--- src/rtl/decode.sv ---
// DLX decode stage: field extraction, immediate generation, scoreboard-based
// RAW hazard detection and a one-entry held instruction feeding execute.
//
// Ports
//   clk, reset_n            clock, asynchronous active-low reset
//   if_valid/if_ready       fetch handshake (if_ready is combinational)
//   if_instr, if_pc         instruction word and its PC
//   Rs1, Rs2                register-file read addresses (combinational)
//   S1, S2                  register-file read data, one edge after Rs1/Rs2
//   ex_valid/ex_ready       execute handshake
//   ex_op..ex_b             held decoded instruction; ex_a/ex_b pass S1/S2
//   wb_valid, wb_rd         writeback retiring a write to wb_rd
//   flush                   discard the held instruction
module decode (
  input  logic        clk,
  input  logic        reset_n,
  input  logic        if_valid,
  output logic        if_ready,
  input  logic [31:0] if_instr,
  input  logic [31:0] if_pc,
  output logic [4:0]  Rs1,
  output logic [4:0]  Rs2,
  input  logic [31:0] S1,
  input  logic [31:0] S2,
  output logic        ex_valid,
  input  logic        ex_ready,
  output logic [5:0]  ex_op,
  output logic [10:0] ex_func,
  output logic [4:0]  ex_rd,
  output logic        ex_wb,
  output logic [31:0] ex_imm,
  output logic [31:0] ex_pc,
  output logic [31:0] ex_a,
  output logic [31:0] ex_b,
  input  logic        wb_valid,
  input  logic [4:0]  wb_rd,
  input  logic        flush
);

  localparam int unsigned XLEN = 32;
  localparam int unsigned RW   = 5;
  localparam int unsigned OPW  = 6;
  localparam int unsigned FW   = 11;

  localparam logic [OPW-1:0] OP_RTYPE = 6'h00;
  localparam logic [OPW-1:0] OP_J     = 6'h02;
  localparam logic [OPW-1:0] OP_JAL   = 6'h03;
  localparam logic [OPW-1:0] OP_BEQZ  = 6'h04;
  localparam logic [OPW-1:0] OP_BNEZ  = 6'h05;
  localparam logic [OPW-1:0] OP_ANDI  = 6'h0C;
  localparam logic [OPW-1:0] OP_ORI   = 6'h0D;
  localparam logic [OPW-1:0] OP_XORI  = 6'h0E;
  localparam logic [OPW-1:0] OP_LHI   = 6'h0F;
  localparam logic [OPW-1:0] OP_JR    = 6'h12;
  localparam logic [OPW-1:0] OP_JALR  = 6'h13;
  localparam logic [OPW-1:0] OP_SB    = 6'h28;
  localparam logic [OPW-1:0] OP_SH    = 6'h29;
  localparam logic [OPW-1:0] OP_S2A   = 6'h2A;
  localparam logic [OPW-1:0] OP_SW    = 6'h2B;
  localparam logic [RW-1:0]  LINK_REG = 5'd31;

  // Held instruction and scoreboard
  logic            r_valid;
  logic [OPW-1:0]  r_op;
  logic [FW-1:0]   r_func;
  logic [RW-1:0]   r_rd;
  logic            r_wb;
  logic            r_owner;
  logic [XLEN-1:0] r_imm;
  logic [XLEN-1:0] r_pc;
  logic [RW-1:0]   r_rs1;
  logic [RW-1:0]   r_rs2;
  logic [XLEN-1:0] r_pending;

  // Decode of the incoming instruction
  logic [OPW-1:0]  w_op;
  logic [RW-1:0]   w_src1;
  logic [RW-1:0]   w_src2;
  logic            w_use1;
  logic            w_use2;
  logic            w_has_dst;
  logic [RW-1:0]   w_dst;
  logic [RW-1:0]   w_rd;
  logic            w_wb;
  logic [FW-1:0]   w_func;
  logic [XLEN-1:0] w_imm;

  logic            w_hazard;
  logic            w_xfer;
  logic            w_dst_busy;
  logic [XLEN-1:0] w_pending_nxt;

  assign w_op   = if_instr[31:26];
  assign w_src1 = if_instr[25:21];
  assign w_src2 = if_instr[20:16];

  // Field extraction and immediate generation per opcode class
  always_comb begin
    w_use1    = 1'b1;
    w_use2    = 1'b0;
    w_has_dst = 1'b1;
    w_dst     = if_instr[20:16];
    w_func    = '0;
    w_imm     = {{16{if_instr[15]}}, if_instr[15:0]};
    case (w_op)
      OP_RTYPE: begin
        w_use2 = 1'b1;
        w_dst  = if_instr[15:11];
        w_func = if_instr[10:0];
        w_imm  = '0;
      end
      OP_J: begin
        w_use1    = 1'b0;
        w_has_dst = 1'b0;
        w_imm     = {{6{if_instr[25]}}, if_instr[25:0]};
      end
      OP_JAL: begin
        w_use1 = 1'b0;
        w_dst  = LINK_REG;
        w_imm  = {{6{if_instr[25]}}, if_instr[25:0]};
      end
      OP_BEQZ, OP_BNEZ, OP_JR: w_has_dst = 1'b0;
      OP_JALR:                 w_dst     = LINK_REG;
      OP_SB, OP_SH, OP_S2A, OP_SW: begin
        w_use2    = 1'b1;
        w_has_dst = 1'b0;
      end
      OP_ANDI, OP_ORI, OP_XORI: w_imm = {16'h0000, if_instr[15:0]};
      OP_LHI:                   w_imm = {if_instr[15:0], 16'h0000};
      default: ;
    endcase
  end

  assign w_wb = w_has_dst && (w_dst != '0);
  assign w_rd = w_has_dst ? w_dst : '0;

  // A writeback in the same cycle does not bypass the scoreboard
  assign w_hazard = if_valid && ((w_use1 && r_pending[w_src1]) ||
                                 (w_use2 && r_pending[w_src2]));
  assign if_ready = !w_hazard && !flush && (!r_valid || ex_ready);
  assign w_xfer   = if_valid && if_ready;

  // Read addresses follow the held instruction during stalls so S1/S2 stay aligned
  assign Rs1 = w_xfer ? w_src1 : r_rs1;
  assign Rs2 = w_xfer ? w_src2 : r_rs2;

  // Destination already owned by an older writer that is not retiring now
  assign w_dst_busy = r_pending[w_rd] && !(wb_valid && (wb_rd == w_rd));

  // Scoreboard update: writeback clear, flush release, then accept set (set wins)
  always_comb begin
    w_pending_nxt = r_pending;
    if (wb_valid) w_pending_nxt[wb_rd] = 1'b0;
    if (flush && r_valid && !ex_ready && r_owner) w_pending_nxt[r_rd] = 1'b0;
    if (w_xfer && w_wb) w_pending_nxt[w_rd] = 1'b1;
    w_pending_nxt[0] = 1'b0;
  end

  // Held instruction register and scoreboard state
  always_ff @(posedge clk or negedge reset_n) begin
    if (!reset_n) begin
      r_valid   <= 1'b0;
      r_op      <= '0;
      r_func    <= '0;
      r_rd      <= '0;
      r_wb      <= 1'b0;
      r_owner   <= 1'b0;
      r_imm     <= '0;
      r_pc      <= '0;
      r_rs1     <= '0;
      r_rs2     <= '0;
      r_pending <= '0;
    end else begin
      r_pending <= w_pending_nxt;
      if (flush)                   r_valid <= 1'b0;
      else if (w_xfer)             r_valid <= 1'b1;
      else if (r_valid && ex_ready) r_valid <= 1'b0;
      if (w_xfer) begin
        r_op    <= w_op;
        r_func  <= w_func;
        r_rd    <= w_rd;
        r_wb    <= w_wb;
        r_owner <= w_wb && !w_dst_busy;
        r_imm   <= w_imm;
        r_pc    <= if_pc;
        r_rs1   <= w_src1;
        r_rs2   <= w_src2;
      end
    end
  end

  assign ex_valid = r_valid;
  assign ex_op    = r_op;
  assign ex_func  = r_func;
  assign ex_rd    = r_rd;
  assign ex_wb    = r_wb;
  assign ex_imm   = r_imm;
  assign ex_pc    = r_pc;
  assign ex_a     = r_valid ? S1 : '0;
  assign ex_b     = r_valid ? S2 : '0;

endmodule

--- config.mk ---
export PLATFORM = sky130hd
export DESIGN_NAME = decode
export DESIGN_NICKNAME = d
export VERILOG_FILES = /design/src/rtl/decode.sv
export SDC_FILE = /design/constraint.sdc
export NUM_CORES = 1
export LEC_CHECK = 0
export BUFFER_PORTS_ARGS = -buffer_cell sky130_fd_sc_hd__buf_2
export CORE_ASPECT_RATIO = 1.2
export CORE_UTILIZATION = 51
export DETAILED_ROUTE_END_ITERATION = 10
export PLACE_DENSITY = 0.87
export SKIP_LAST_GASP = 1
export SYNTH_ARGS = -nofsm -noshare
export SYNTH_HDL_FRONTEND = slang
export SYNTH_SLANG_ARGS = --single-unit
--- constraint.sdc ---
create_clock -name clk -period 5.14 [get_ports clk]
set_clock_uncertainty 0.15 [all_clocks]
set_input_delay 0.514 -clock clk [delete_from_list [all_inputs] [get_ports clk]]
set_output_delay 0.514 -clock clk [all_outputs]
set_load 0.05 [all_outputs]
==> flow_summary_export.csv <==
group,metric,value,unit
run,drv_cap,0,
synthesis,async_flop_share,1.00,
grt,overflow,0,
floorplan,die_width,110,um
detailed_routing,wl_per_cell,21.6,um
min_path,min-delay-path-class,"primary input to flop",
timing,setup-violations-final,0,
timing,fin_setup_tns,0,ns
synthesis,synth_top_area_share,0.458,
clocking,cts_hold_buf,1,
floorplan,ioPinCount,302,
power_and_ir_drop,p_per_area,491,nW/um^2
place,place_congestion,0.988,
synthesis,ys_top_cells_by_area,"dfrtp_1 (46%), mux2_2 (8.4%), and2_1 (5.7%)",
grt,grt_pass1_vias,6685,
detailed_routing,ant_nets,0,
synthesis,synth_most_common_cell,"dfrtp_1",
critical_path,r2r_slack,1.32,ns
grt,track_usage,0.346,
floorplan,fp.dieH,131,um
timing,relSlewSlack,0.149,
detailed_routing,drc_errors,0,
critical_path,crit_type,"primary input to primary output",
grt,grt_max_degree,99,
clocking,clock-sinks,130,
timing,hold_violations,0,
synthesis,synth_common_cells,"dfrtp_1 (130), nand2_1 (96), o21ai_0 (81)",
synthesis,synth_flop_cell,"dfrtp_1",
detailed_routing,viasPerCell,6.22,
critical_path,cp.arrival,3.69,ns
grt,grt_antenna_before_repair,2,
critical_path,startpoint_type,"primary input",
place,hpwlAfterDp,17100,um
grt,grt_pass1_wl,37200,um
finish,drive_above_1_share,0.441,
synthesis,syn-instance-count,686,
clocking,ctsResizeCount,0,
power_and_ir_drop,vdd.ir_drop.worst,347,uV
detailed_routing,routed_wirelength,24700,um
floorplan,design.core.area,13400,sq um
synthesis,seq_area_frac_synth,0.458,
grt,use_met2,0.534,
synthesis,synth_top_cell_by_area,"dfrtp_1",
clocking,clk_path_buf_depth,2,
clocking,cts_tree,"done",
synthesis,synth_area,7100,sq um
timing,drv_slew,0,
grt,grt_util_met1,0.447,
timing,max_freq,230,MHz
floorplan,initial_core_util,0.530,
grt,top_usage_layer,"met2",
detailed_routing,drt-pass1-iter-count,6,
floorplan,num_rows,46,
clocking,post-cts-setup-buffer-count,0,
timing,period_share,0.847,
detailed_routing,via_count,7101,
synthesis,synthDistinctLibCells,64,
run_status,status,"completed",
place,port_buffers,301,
critical_path,required,4.48,ns
critical_path,crit_path_end_kind,"primary output",
detailed_routing,drt_iter0_markers,950,
timing,finalCriticalPeriod,4.35,ns
critical_path,cp_max_fo,42,
clocking,numCtsBuffers,17,
clocking,htreeDepth,4,
synthesis,yosys_warnings,0,
timing,rsz0062_at_grt,"false",
clocking,clk_pin_slew,0.06,ns
finish,final_util,0.687,
power_and_ir_drop,power.leakage,4.46,nW
clocking,insertion_delay,0.43,ns
synthesis,synth_edf_count,0,
floorplan,dieArea,14400,sq um
finish,area_growth,29.7,%
clocking,cts_root_buf,"clkbuf_16",
synthesis,syn_nets,825,
grt,use_met3,0.0794,
timing,worst_pin_slew,1.27,ns
synthesis,postSynthAreaPerCell,10.4,sq um
synthesis,ys_ff_latch,130,
finish,num-nets-final,1099,
## registers in the layout (all words and copies together), names as in the netlist
name	count
r_pending	31
ex_wb	1
ex_func	11
r_rs1	5
r_owner	1
ex_imm	32
ex_pc	32
r_rs2	5
ex_op	6
ex_rd	5
ex_valid	1
## critical path, cell delays in order
cell and delay (ns):
buf_2 0.34, mux2i_1 0.13, mux4_2 0.51, mux4_2 0.48, o22ai_1 0.44, or4b_4 0.59
mux2_2 0.43, buf_2 0.22
## path summary, 6_finish.rpt
path	cells after the start	start	endpoint
worst max-delay path	8	if_instr[16]	Rs1[3]
worst min-delay path	2	if_pc[17]	ex_pc[17]$_DFFE_PN0P_
worst max register to register	9	r_pending[3]$_DFF_PN0_	r_pending[2]$_DFF_PN0_
worst min register to register	2	ex_imm[11]$_DFFE_PN0P_	ex_imm[11]$_DFFE_PN0P_
max in group asynchronous	3	reset_n	r_pending[31]$_DFF_PN0_
min in group asynchronous	2	reset_n	ex_pc[15]$_DFFE_PN0P_
## where the power goes
group	internal [mW]	switching, mW
Combinational	0.494	1.30
Sequential	1.27	0.215
Clock	0.766	0.471
## layer usage
metal / up-vias / part of all wire / wire, um
met5: - / 0 / 0
met4: 0 / 0.061 / 1500
met3: 148 / 0.095 / 2340
met2: 519 / 0.47 / 11700
met1: 3356 / 0.37 / 9150
li1: 3078 / - / -
## cell type report
| class | count | area (sq um) |
|---|---|---|
| diodes | 2 | 5.00 |
| clock buffers | 21 | 480 |
| multi-input cells | 496 | 3520 |
| flip-flops and latches | 130 | 3250 |
| inverters | 4 | 15.0 |
| well taps | 168 | 210 |
| fillers | 983 | 4200 |
| clock inverters | 10 | 124 |
| repair buffers | 311 | 1600 |
## cells in the final DEF (no fill, tap or decap), drive strengths merged, types with 10 or more instances in the layout
| cell type | count |
|---|---|
| buf | 310 |
| dfrtp | 130 |
| nand2 | 97 |
| o21ai | 82 |
| and2 | 66 |
| mux2 | 55 |
| o221ai | 32 |
| clkbuf | 21 |
| a21oi | 18 |
| nor2 | 17 |
| mux2i | 16 |
| mux4 | 16 |
| a221oi | 10 |
## stage by stage
stage                     cells  power, mW  area [sq um]  worst slack [ns]  hold WS (ns)
after floorplan             686       2.76          7100              1.27        0.0684
after global placement     1108       3.21          8590              1.04         0.306
after detailed placement   1108       3.25          8590              1.00         0.315
after CTS                  1140       4.49          9210             0.980         0.163
after global routing       1142       4.67          9210             0.658         0.165
final                      1142       4.52          9210             0.787         0.161
## cell families (layout without fill, tap and decap cells)
kind of cell | count (synthesis) | count (layout) | share of synthesized area
and+or+nand+nor | 228 | 228 | 0.166
AOI/OAI and AO/OA | 178 | 178 | 0.164
DFF | 130 | 130 | 0.458
muxes | 87 | 87 | 0.161
buffers and inverters | 60 | 346 | 0.0470
xor gates and xnor gates | 3 | 3 | 0.00370
other | 0 | 2 | 0
Power figures use the tool's default switching activity.
